===== src/rtl/slurm32_cpu_pkg.sv =====
// Shared constants for the slurm32 CPU pipeline: default widths and ALU opcodes.
package slurm32_cpu_pkg;

    localparam int unsigned DEF_BITS     = 32;
    localparam int unsigned DEF_REG_BITS = 4;
    localparam int unsigned DEF_IMM_BITS = 16;
    localparam int unsigned ALU_OP_BITS  = 5;

    localparam logic [ALU_OP_BITS-1:0] ALU_OP_MOV = 5'd0;
    localparam logic [ALU_OP_BITS-1:0] ALU_OP_ADD = 5'd1;
    localparam logic [ALU_OP_BITS-1:0] ALU_OP_ADC = 5'd2;
    localparam logic [ALU_OP_BITS-1:0] ALU_OP_SUB = 5'd3;
    localparam logic [ALU_OP_BITS-1:0] ALU_OP_SBB = 5'd4;
    localparam logic [ALU_OP_BITS-1:0] ALU_OP_AND = 5'd5;
    localparam logic [ALU_OP_BITS-1:0] ALU_OP_OR  = 5'd6;
    localparam logic [ALU_OP_BITS-1:0] ALU_OP_XOR = 5'd7;
    localparam logic [ALU_OP_BITS-1:0] ALU_OP_NOP = 5'd31;

endpackage


===== src/rtl/slurm32_cpu_fwd_mux.sv =====
// Operand forwarding select for one source: r0, ALU result, writeback bus, then register file.
module slurm32_cpu_fwd_mux #(
    parameter int unsigned BITS     = 32,
    parameter int unsigned REG_BITS = 4
) (
    input  logic [REG_BITS-1:0] idx,
    input  logic [BITS-1:0]     rfData,
    input  logic                s2Valid,
    input  logic [REG_BITS-1:0] s2Rd,
    input  logic [BITS-1:0]     aluOut,
    input  logic                wbValid,
    input  logic [REG_BITS-1:0] wbRd,
    input  logic [BITS-1:0]     wbData,
    output logic [BITS-1:0]     fwdData_c
);

    // Priority select: the youngest in-flight producer wins over older ones.
    always_comb begin
        fwdData_c = rfData;
        if (idx == '0)
            fwdData_c = '0;
        else if (s2Valid && (s2Rd == idx))
            fwdData_c = aluOut;
        else if (wbValid && (wbRd == idx))
            fwdData_c = wbData;
    end

endmodule


===== src/rtl/slurm32_cpu_operand_stage.sv =====
// Issue/operand stage: hazard detect, operand forwarding, immediate prefix latch,
// and the destination-tag pipeline that runs alongside the ALU.
module slurm32_cpu_operand_stage
    import slurm32_cpu_pkg::*;
#(
    parameter int unsigned BITS     = DEF_BITS,
    parameter int unsigned REG_BITS = DEF_REG_BITS,
    parameter int unsigned IMM_BITS = DEF_IMM_BITS
) (
    input  logic                   CLK,
    input  logic                   RSTb,
    input  logic                   in_valid,
    output logic                   in_ready,
    input  logic                   in_is_prefix,
    input  logic [ALU_OP_BITS-1:0] in_op,
    input  logic [REG_BITS-1:0]    in_rd,
    input  logic                   in_wr,
    input  logic [REG_BITS-1:0]    in_ra,
    input  logic [REG_BITS-1:0]    in_rb,
    input  logic                   in_use_a,
    input  logic                   in_use_imm,
    input  logic [IMM_BITS-1:0]    in_imm,
    input  logic [BITS-1:0]        rf_a,
    input  logic [BITS-1:0]        rf_b,
    input  logic [BITS-1:0]        alu_out,
    input  logic                   wb_valid,
    input  logic [REG_BITS-1:0]    wb_rd,
    input  logic [BITS-1:0]        wb_data,
    input  logic                   stall_in,
    input  logic                   flush_in,
    output logic [BITS-1:0]        alu_A,
    output logic [BITS-1:0]        alu_B,
    output logic [ALU_OP_BITS-1:0] alu_op,
    output logic                   res_valid,
    output logic [REG_BITS-1:0]    res_rdest
);

    // s1 tag: instruction currently sitting in alu_A/alu_B/alu_op.
    logic                s1Valid;
    logic [REG_BITS-1:0] s1Rd;
    // Pending upper immediate from a prefix instruction.
    logic                pfxValid;
    logic [IMM_BITS-1:0] pfxHi;

    logic                hazard_c;
    logic                accept_c;
    logic                issue_c;
    logic [BITS-1:0]     fwdA_c;
    logic [BITS-1:0]     fwdB_c;
    logic [BITS-1:0]     imm_c;

    // Distance-1 dependence cannot be forwarded; hold the consumer for one bubble.
    always_comb begin
        hazard_c = 1'b0;
        if (in_valid && !in_is_prefix && s1Valid && (s1Rd != '0)) begin
            if ((in_use_a && (in_ra == s1Rd)) || (!in_use_imm && (in_rb == s1Rd)))
                hazard_c = 1'b1;
        end
    end

    assign in_ready = !stall_in && !flush_in && !hazard_c;
    assign accept_c = in_valid && in_ready;
    assign issue_c  = accept_c && !in_is_prefix;

    // Immediate: prefix supplies the upper half, otherwise sign-extend the field.
    always_comb begin
        imm_c = {{(BITS-IMM_BITS){in_imm[IMM_BITS-1]}}, in_imm};
        if (pfxValid)
            imm_c = BITS'({pfxHi, in_imm});
    end

    slurm32_cpu_fwd_mux #(.BITS(BITS), .REG_BITS(REG_BITS)) u_fwdA (
        .idx       (in_ra),
        .rfData    (rf_a),
        .s2Valid   (res_valid),
        .s2Rd      (res_rdest),
        .aluOut    (alu_out),
        .wbValid   (wb_valid),
        .wbRd      (wb_rd),
        .wbData    (wb_data),
        .fwdData_c (fwdA_c)
    );

    slurm32_cpu_fwd_mux #(.BITS(BITS), .REG_BITS(REG_BITS)) u_fwdB (
        .idx       (in_rb),
        .rfData    (rf_b),
        .s2Valid   (res_valid),
        .s2Rd      (res_rdest),
        .aluOut    (alu_out),
        .wbValid   (wb_valid),
        .wbRd      (wb_rd),
        .wbData    (wb_data),
        .fwdData_c (fwdB_c)
    );

    // Operand registers, tag pipeline and prefix latch; bubbles issue NOP so no op re-executes.
    always_ff @(posedge CLK) begin
        if (!RSTb) begin
            alu_A     <= '0;
            alu_B     <= '0;
            alu_op    <= ALU_OP_NOP;
            s1Valid   <= 1'b0;
            s1Rd      <= '0;
            res_valid <= 1'b0;
            res_rdest <= '0;
            pfxValid  <= 1'b0;
            pfxHi     <= '0;
        end else begin
            res_valid <= s1Valid;
            res_rdest <= s1Rd;
            if (issue_c) begin
                alu_A    <= fwdA_c;
                alu_B    <= in_use_imm ? imm_c : fwdB_c;
                alu_op   <= in_op;
                s1Valid  <= in_wr;
                s1Rd     <= in_rd;
                pfxValid <= 1'b0;
            end else begin
                alu_op  <= ALU_OP_NOP;
                s1Valid <= 1'b0;
                if (flush_in) begin
                    pfxValid <= 1'b0;
                end else if (accept_c) begin
                    pfxValid <= 1'b1;
                    pfxHi    <= in_imm;
                end
            end
        end
    end

endmodule


===== config.mk =====
export PLATFORM = sky130hd
export DESIGN_NAME = slurm32_cpu_operand_stage
export DESIGN_NICKNAME = d
export VERILOG_FILES = /design/src/rtl/slurm32_cpu_pkg.sv /design/src/rtl/slurm32_cpu_fwd_mux.sv /design/src/rtl/slurm32_cpu_operand_stage.sv
export SDC_FILE = /design/constraint.sdc
export NUM_CORES = 1
export LEC_CHECK = 0
export ABC_AREA = 1
export CORE_MARGIN = 5
export CORE_UTILIZATION = 43
export DETAILED_ROUTE_END_ITERATION = 10
export HOLD_SLACK_MARGIN = 0.06
export MAX_ROUTING_LAYER = met4
export PLACE_DENSITY = 0.81
export SLEW_MARGIN = 25
export SYNTH_ARGS = -nofsm -noshare
export SYNTH_HDL_FRONTEND = slang
export SYNTH_SLANG_ARGS = --single-unit

===== constraint.sdc =====
create_clock -name CLK -period 2.2 [get_ports CLK]
set_input_delay 0.55 -clock CLK [delete_from_list [all_inputs] [get_ports CLK]]
set_output_delay 0.55 -clock CLK [all_outputs]
set_load 0.02 [all_outputs]

Word level (Yosys, flattened, before mapping)
Cells that the tools add are included.
{"block": "totals", "register_bits": 96, "wordCells": 53, "in_bits": 175, "output_inout_bits": 75}
{"block": "op_classes", "muxes": 10, "bitwise": 3, "reduce_logical": 25, "n_eq_ne": 6}
{"cell": "32-bit two-way mux", "count": 8}
{"cell": "4-bit == test", "count": 6}
{"cell": "1-bit logical AND", "count": 13}
{"cell": "4-bit logical NOT", "count": 2}
{"cell": "1-bit logical NOT", "count": 5}
{"cell": "4-bit nonzero test", "count": 1}
{"cell": "1-bit inverter", "count": 3}
{"cell": "3-bit AND reduction", "count": 1}
{"cell": "3-bit OR reduction", "count": 1}
{"cell": "1-bit two-way mux", "count": 2}
{"cell": "2-bit AND reduction", "count": 1}
{"cell": "1-bit logical OR", "count": 1}

Depth between registers and ports, before layout
Gate-level depths: netlist of the first run.
{"block": "logic_depth", "ltp_word": 11, "ltp_mapped": 13, "depth_no_buf": 12}

Modules after synthesis
A second synthesis of the first run with hierarchy kept.
{"block": "unflattened", "hier_cells": 1118, "area_unflattened_um2": 6587.6}
{"module": "slurm32_cpu_operand_stage", "cells_each": 552, "instances": 1, "seq_area_each_um2": 1921.8, "area_each_um2": 3937.5}
{"module": "slurm32_cpu_fwd_mux", "cells_each": 283, "instances": 2, "seq_area_each_um2": 0.0, "area_each_um2": 1325.0}

Worst setup path before layout of the first run
No wires, ideal clock.
{"block": "synth_path", "path_kind": "in2out", "startpoint": "input in_is_prefix", "endpoint": "output in_ready", "path_slack_ns": 0.355, "t_required_ns": 1.650, "arrival_time_ns": 1.295, "stages": 7, "n_path_buf": 1, "path_cell_list": "buf_2 nor2_2 nand2_1 a31oi_1 nand2_1 nand2_1 inv_1"}
{"block": "synth_via", "elab_chain_cells": 7}
{"element": "start, declared", "line": "slurm32_cpu_operand_stage.sv:14", "rtl": "input logic in_is_prefix,"}
{"element": "1-bit logical NOT", "line": "slurm32_cpu_operand_stage.sv:55", "rtl": "if (in_valid && !in_is_prefix && s1Valid && (s1Rd != '0)) begin"}
{"element": "1-bit logical AND (3 in series)", "line": "slurm32_cpu_operand_stage.sv:55"}
{"element": "1-bit two-way mux", "line": "slurm32_cpu_operand_stage.sv:55"}
{"element": "1-bit logical NOT", "line": "slurm32_cpu_operand_stage.sv:61", "rtl": "assign in_ready = !stall_in && !flush_in && !hazard_c;"}
{"element": "1-bit logical AND", "line": "slurm32_cpu_operand_stage.sv:61"}
{"element": "end, declared", "line": "slurm32_cpu_operand_stage.sv:13", "rtl": "output logic in_ready,"}
Every way passes these cells.

Worst setup path in the final report of the first run
{"block": "layout_path", "startpoint": "input in_ra[1]", "endpoint": "output in_ready"}
{"block": "layout_via", "elab_chain_cells": 7}
{"element": "start, declared", "line": "slurm32_cpu_operand_stage.sv:18", "rtl": "input logic [REG_BITS-1:0] in_ra,"}
{"element": "4-bit == test", "line": "slurm32_cpu_operand_stage.sv:56", "rtl": "if ((in_use_a && (in_ra == s1Rd)) || (!in_use_imm && (in_rb == s1Rd)))"}
{"element": "1-bit logical AND", "line": "slurm32_cpu_operand_stage.sv:56"}
{"element": "1-bit logical OR", "line": "slurm32_cpu_operand_stage.sv:56"}
{"element": "1-bit two-way mux", "line": "slurm32_cpu_operand_stage.sv:56"}
{"element": "1-bit two-way mux", "line": "slurm32_cpu_operand_stage.sv:55"}
{"element": "1-bit logical NOT", "line": "slurm32_cpu_operand_stage.sv:61"}
{"element": "1-bit logical AND", "line": "slurm32_cpu_operand_stage.sv:61"}
Every way passes these cells.

==> results of run 1 <==
-- critical path, stage by stage --
cell and delay (ns):
dlygate4sd2_1 0.25, nand2_1 0.07, nand2_1 0.05, nor2_1 0.11, nand3_1 0.13, nand2_2 0.12, nand2_2 0.08, nand2_2 0.07
inv_1 0.05, buf_6 0.12
-- logic make-up (layout without fill, tap and decap cells) --
logic type,Yosys count,in the layout
flip-flops,96,96
AO/OA/AOI/OAI,117,117
XOR/XNOR,5,5
AND/OR/NAND/NOR,614,614
buffers and inverters,126,385
other,0,1
-- repair_timing --
action,CTS,global route
gates resized for setup,25,8
hold buffers,0,0
setup buffers,2,0
pin swaps,5,2
cloned,0,0
setup endpoints to repair,90,1
-- final timing paths --
| check | cells after the start | end |
|---|---|---|
| worst max-delay path | 10 | in_ready |
| worst min-delay path | 2 | res_valid$_SDFF_PN0_ |
| worst max register to register | 13 | alu_B[13]$_SDFFE_PN0P_ |
| worst min register to register | 2 | res_valid$_SDFF_PN0_ |
-- synth_stat cells (all sizes together) --
library cell	instances
nand2	207
nor2	184
nand3	135
dfxtp	96
nand4	80
a21oi	70
clkbuf	48
inv	48
o21ai	37
buf	29
o22ai	7
or2	6
xnor2	3
xor2	2
a211oi	1
a31oi	1
clkinv	1
nand3b	1
nor4	1
o41ai	1
-- layout make-up --
class | instances | area [sq um]
Clock inverter | 5 | 86.3
Clock buffer | 10 | 239
Inverter | 49 | 184
Sequential cell | 96 | 1920
Antenna cell | 1 | 2.50
Timing Repair Buffer | 321 | 3170
Fill cell | 1192 | 4010
Multi-Input combinational cell | 736 | 3410
Tap cell | 176 | 220
-- per-stage QoR --
step | area (sq um) | util | hold slack [ns]
after floorplan | 5790 | - | 0.407
after global placement | 8890 | 0.672 | 0.426
after detailed placement | 8890 | 0.672 | 0.431
after CTS | 9240 | 0.697 | 0.441
after global routing | 9230 | 0.697 | 0.482
final | 9230 | 0.697 | 0.446
-- flip-flops by register name (all words and copies together) (netlist names) --
signal / cells
alu_A: 32
alu_B: 32
pfxHi: 16
alu_op: 5
res_rdest: 4
s1Rd: 4
pfxValid: 1
res_valid: 1
s1Valid: 1
-- power breakdown --
part	switching [W]	internal, W
Sequential	0.0000320	0.00179
Clock	0.000731	0.00103
Combinational	0.000542	0.000542
Total	0.00131	0.00336
-- metal layers --
metal / GRT usage / up-vias / share of wire
met1: 0.384 / 3437 / 0.41
met4: 0.158 / 0 / 0.048
met5: - / - / 0
met3: 0.0567 / 80 / 0.081
met2: 0.509 / 400 / 0.46
li1: - / 3717 / -
==> flow_metrics.env, run 1 <==
export IMPL_status="finished, final reports clean"
export IMPL_setup_slack_ns=0.0455
export IMPL_clockBufferDepth=2
export IMPL_netlist_area_sq_um=5790
export IMPL_min_period_ns=2.15
export IMPL_cp_data_required_time_ns=1.65
export IMPL_finalSetupViolCount=0
export IMPL_layout_drive_gt1_share=0.0961
export IMPL_finalMaxSlewViolations=0
export IMPL_r2r_start="s1Rd[1]$_SDFFE_PN0P_"
export IMPL_initial_core_util=0.437
export IMPL_overflow=0
export IMPL_dp_cells=1376
export IMPL_die_x_um=126
export IMPL_drc=0
export IMPL_rows=42
export IMPL_synth_top_area_share=0.332
export IMPL_syn_num_nets=1133
export IMPL_cp_start_kind="primary input"
export IMPL_place_ws_ns=-0.693
export IMPL_ys_ff_latch=96
export IMPL_place_congestion=0.983
export IMPL_path_class="primary input to output pin"
export IMPL_slew_headroom=0.742
export IMPL_cts_sinks=96
export IMPL_path_clk_slew_ns=0.07
export IMPL_leakage_nw=4.15
export IMPL_clock_latency_ns=0.35
export IMPL_final_common_cell="clkdlybuf4s50_1"
export IMPL_hold_viol=0
export IMPL_wirelength_um=25300
export IMPL_die_area_sq_um=15900
export IMPL_cp_arrival_ns=1.60
export IMPL_ant_nets=0
export IMPL_grt_pass1_vias=7231
export IMPL_r2r_setup_slack_ns=0.22
export IMPL_wl_per_cell_um=18.2
export IMPL_cts_root_buf="clkbuf_16"
export IMPL_yosys_area_share_simple=0.469
export IMPL_synth_compound_area_share=0.104
export IMPL_critPathCaptureType="output pin"
export IMPL_vias_per_cell=5.48
export IMPL_rsz0062_at_grt="false"
export IMPL_synth_area_leader_cell="dfxtp_1"
export IMPL_yosys_area_share_xor_xnor=0.00756
export IMPL_hold_class="register to register"
export IMPL_dpl_hpwl_um=19400
export IMPL_final_nets=1388
export IMPL_ir_drop_uv=366
export IMPL_setup_tns_ns=0
export IMPL_fmax_mhz=464
export IMPL_antenna_found_initial=1
export IMPL_total_power_w=0.00467
export IMPL_synth_distinct_cells=29
export IMPL_stdcell_count=1394
export IMPL_yosys_top_cells_area="dfxtp_1, nand2_1, nor2_1"
export IMPL_crit_fanout=3
export IMPL_drt_iter0_markers=821
export IMPL_finClkSkew_ns=0.00677
export IMPL_setup_worst_path_start="in_ra[1]"
export IMPL_period_share=0.979
export IMPL_cts_htree_levels=3
export IMPL_power_density_nw_per_um2=505
export IMPL_grt_max_degree=86
export IMPL_coreArea_sq_um=13200
export IMPL_grtUsageTotal=0.317
export IMPL_numPortBuffers=249
export IMPL_die_height_um=126
export IMPL_first_pass_iters=6
export IMPL_hp_start="s1Valid$_SDFF_PN0_"
export IMPL_synthAdderAreaFrac=0
export IMPL_synth_top_family_by_area="simple AND/OR/NAND/NOR gates"
export IMPL_maxCapViolCount=0
export IMPL_cts_tree="yes"
export IMPL_seq_area_frac_synth=0.332
export IMPL_io_pins=250
export IMPL_avgSynthCellArea_sq_um=6.04
export IMPL_area_growth_synth_to_final_pct=59.4
export IMPL_final_cell_mix="clkdlybuf4s50_1, nand2_1, nor2_1"
export IMPL_grt_pass1_wl_um=39000
export IMPL_worst_pin_slew_ns=0.388
export IMPL_synth_mux_area_frac=0
export IMPL_cts_made_buffers=9
export IMPL_syn_instance_count=958
export IMPL_dr_total_vias=7634
export IMPL_yosys_warnings=0
Note: power is estimated with default switching activity, not from simulation.
==> run 2, diff against run 1 <==
--- a/config.mk
+++ b/config.mk
@@ -10,7 +10,6 @@
 export CORE_UTILIZATION = 43
 export DETAILED_ROUTE_END_ITERATION = 10
 export HOLD_SLACK_MARGIN = 0.06
-export MAX_ROUTING_LAYER = met4
 export PLACE_DENSITY = 0.81
 export SLEW_MARGIN = 25
 export SYNTH_ARGS = -nofsm -noshare
==> run 2 against run 1 <==
Final cell count rose by 0.43%; critical path depth did not move; sequential power barely moved; maximum frequency rose by 0.80%; sequential share of layout area barely moved; wire length rose by 0.16%; critical endpoint unchanged.
==> flow_metrics.env, run 2 (same netlist as run 1, synthesis figures left out) <==
export IMPL_hold_buffers=0
export IMPL_fin_area_sq_um=9230
export IMPL_layout_drive_gt1_share=0.101
export IMPL_vias_per_cell=5.44
export IMPL_grt_pass1_vias=7356
export IMPL_cts_made_buffers=9
export IMPL_ant_nets=0
export IMPL_dp_cells=1380
export IMPL_cpMaxStageDelayCell="dfxtp_2"
export IMPL_slew_headroom=0.684
export IMPL_maxCapViolCount=0
export IMPL_rsz0062_at_grt="false"
export IMPL_leakage_nw=4.15
export IMPL_die_height_um=126
export IMPL_dpl_hpwl_um=19500
export IMPL_period_share=0.972
export IMPL_area_growth_synth_to_final_pct=59.4
export IMPL_stdcell_count=1400
export IMPL_cts_htree_levels=3
export IMPL_wl_per_cell_um=18.1
export IMPL_hold_viol=0
export IMPL_whs_ns=0.432
export IMPL_grt_pass1_wl_um=39100
export IMPL_rows=42
export IMPL_cp_slowest_stage_delay_ns=0.41
export IMPL_dr_total_vias=7622
export IMPL_hold_class="register to register"
export IMPL_r2r_setup_slack_ns=0.30
export IMPL_clockBufferDepth=2
export IMPL_ir_drop_uv=448
export IMPL_clock_latency_ns=0.36
export IMPL_cp_data_required_time_ns=1.65
export IMPL_place_congestion=0.973
export IMPL_path_clk_slew_ns=0.07
export IMPL_fmax_mhz=468
export IMPL_numPortBuffers=249
export IMPL_placed_area_sq_um=8940
export IMPL_cp_arrival_ns=1.59
export IMPL_die_area_sq_um=15900
export IMPL_min_period_ns=2.14
export IMPL_reg_top3="alu_A x32, alu_B x32, pfxHi x16"
export IMPL_drc=0
export IMPL_finalSetupViolCount=0
export IMPL_first_pass_iters=8
export IMPL_antenna_found_initial=4
export IMPL_crit_fanout=6
export IMPL_initial_core_util=0.437
export IMPL_finalMaxSlewViolations=0
export IMPL_final_common_cell="clkdlybuf4s50_1"
export IMPL_overflow=0
export IMPL_worst_pin_slew_ns=0.473
export IMPL_status="finished, final reports clean"
export IMPL_grt_max_degree=59
export IMPL_io_pins=250
export IMPL_power_density_nw_per_um2=480
export IMPL_grtUsageTotal=0.309
export IMPL_cp_start_kind="register"
export IMPL_worstPathCellList="inv_1, nand2_1, nand2_1, nor2_1, nand3_1, nand2_2, nand2_2, nand2_2, inv_2, buf_6"
export IMPL_final_cell_mix="clkdlybuf4s50_1, nand2_1, nor2_1"
export IMPL_wirelength_um=25400
export IMPL_cts_tree="yes"
export IMPL_crit_top_cell="nand2_2"
export IMPL_cts_sinks=96
export IMPL_coreArea_sq_um=13200
export IMPL_drt_iter0_markers=719
export IMPL_final_nets=1391
export IMPL_path_class="register to output pin"
export IMPL_finClkSkew_ns=0.00861
export IMPL_cts_root_buf="clkbuf_16"
export IMPL_critPathCaptureType="output pin"
export IMPL_die_x_um=126
[run 2: critical path: cells and delay by family, from the launching register on]
family,cells,cell delay [ns]
DFF,1,0.41
buffers and inverters,3,0.21
and+or+nand+nor,7,0.60
[run 2: stage by stage]
stage               power, W  setup slack (ns)   util  TNS, ns
finish               0.00443            0.0627  0.697        0
global route         0.00462           0.00624  0.697        0
CTS                  0.00444            0.0142  0.696        0
detailed placement   0.00293            -0.754  0.675   -33.38
global placement     0.00292            -0.678  0.675   -28.81
floorplan            0.00227             0.355      -        0
[run 2: routing by layer]
| metal | vias up | GRT usage | wire, um |
|---|---|---|---|
| met5 | - | 0 | 11 |
| met4 | 2 | 0.144 | 996 |
| met3 | 63 | 0.0885 | 2470 |
| met2 | 392 | 0.521 | 12100 |
| met1 | 3447 | 0.362 | 9740 |
| li1 | 3718 | - | - |
[run 2: cell type report]
cell class / count / area [sq um]
antenna: 3 / 7.51
clock buffer: 9 / 225
clock inverter: 7 / 52.6
fill: 1205 / 4010
inverter: 49 / 184
multi-input combinational: 736 / 3410
sequential: 96 / 1930
tap: 176 / 220
timing repair buffer: 324 / 3210
[run 2: worst paths after layout]
path / start / to / cells after the start
setup / recovery: s1Rd[3]$_SDFFE_PN0P_ / in_ready / 10
hold / removal: s1Valid$_SDFF_PN0_ / res_valid$_SDFF_PN0_ / 2
setup reg to reg: s1Rd[0]$_SDFFE_PN0P_ / alu_op[0]$_SDFF_PN1_ / 13
hold reg to reg: s1Valid$_SDFF_PN0_ / res_valid$_SDFF_PN0_ / 2
[run 2: repair_timing]
action	CTS	global route
endpoints found under the setup margin	36	1
gates resized for setup	26	11
buffers inserted	0	1
pin swaps	5	3
[run 2: power by group]
part,switching (W),internal [W]
registers,0.0000320,0.00179
logic,0.000540,0.000543
clock network,0.000749,0.000779
total,0.00132,0.00311
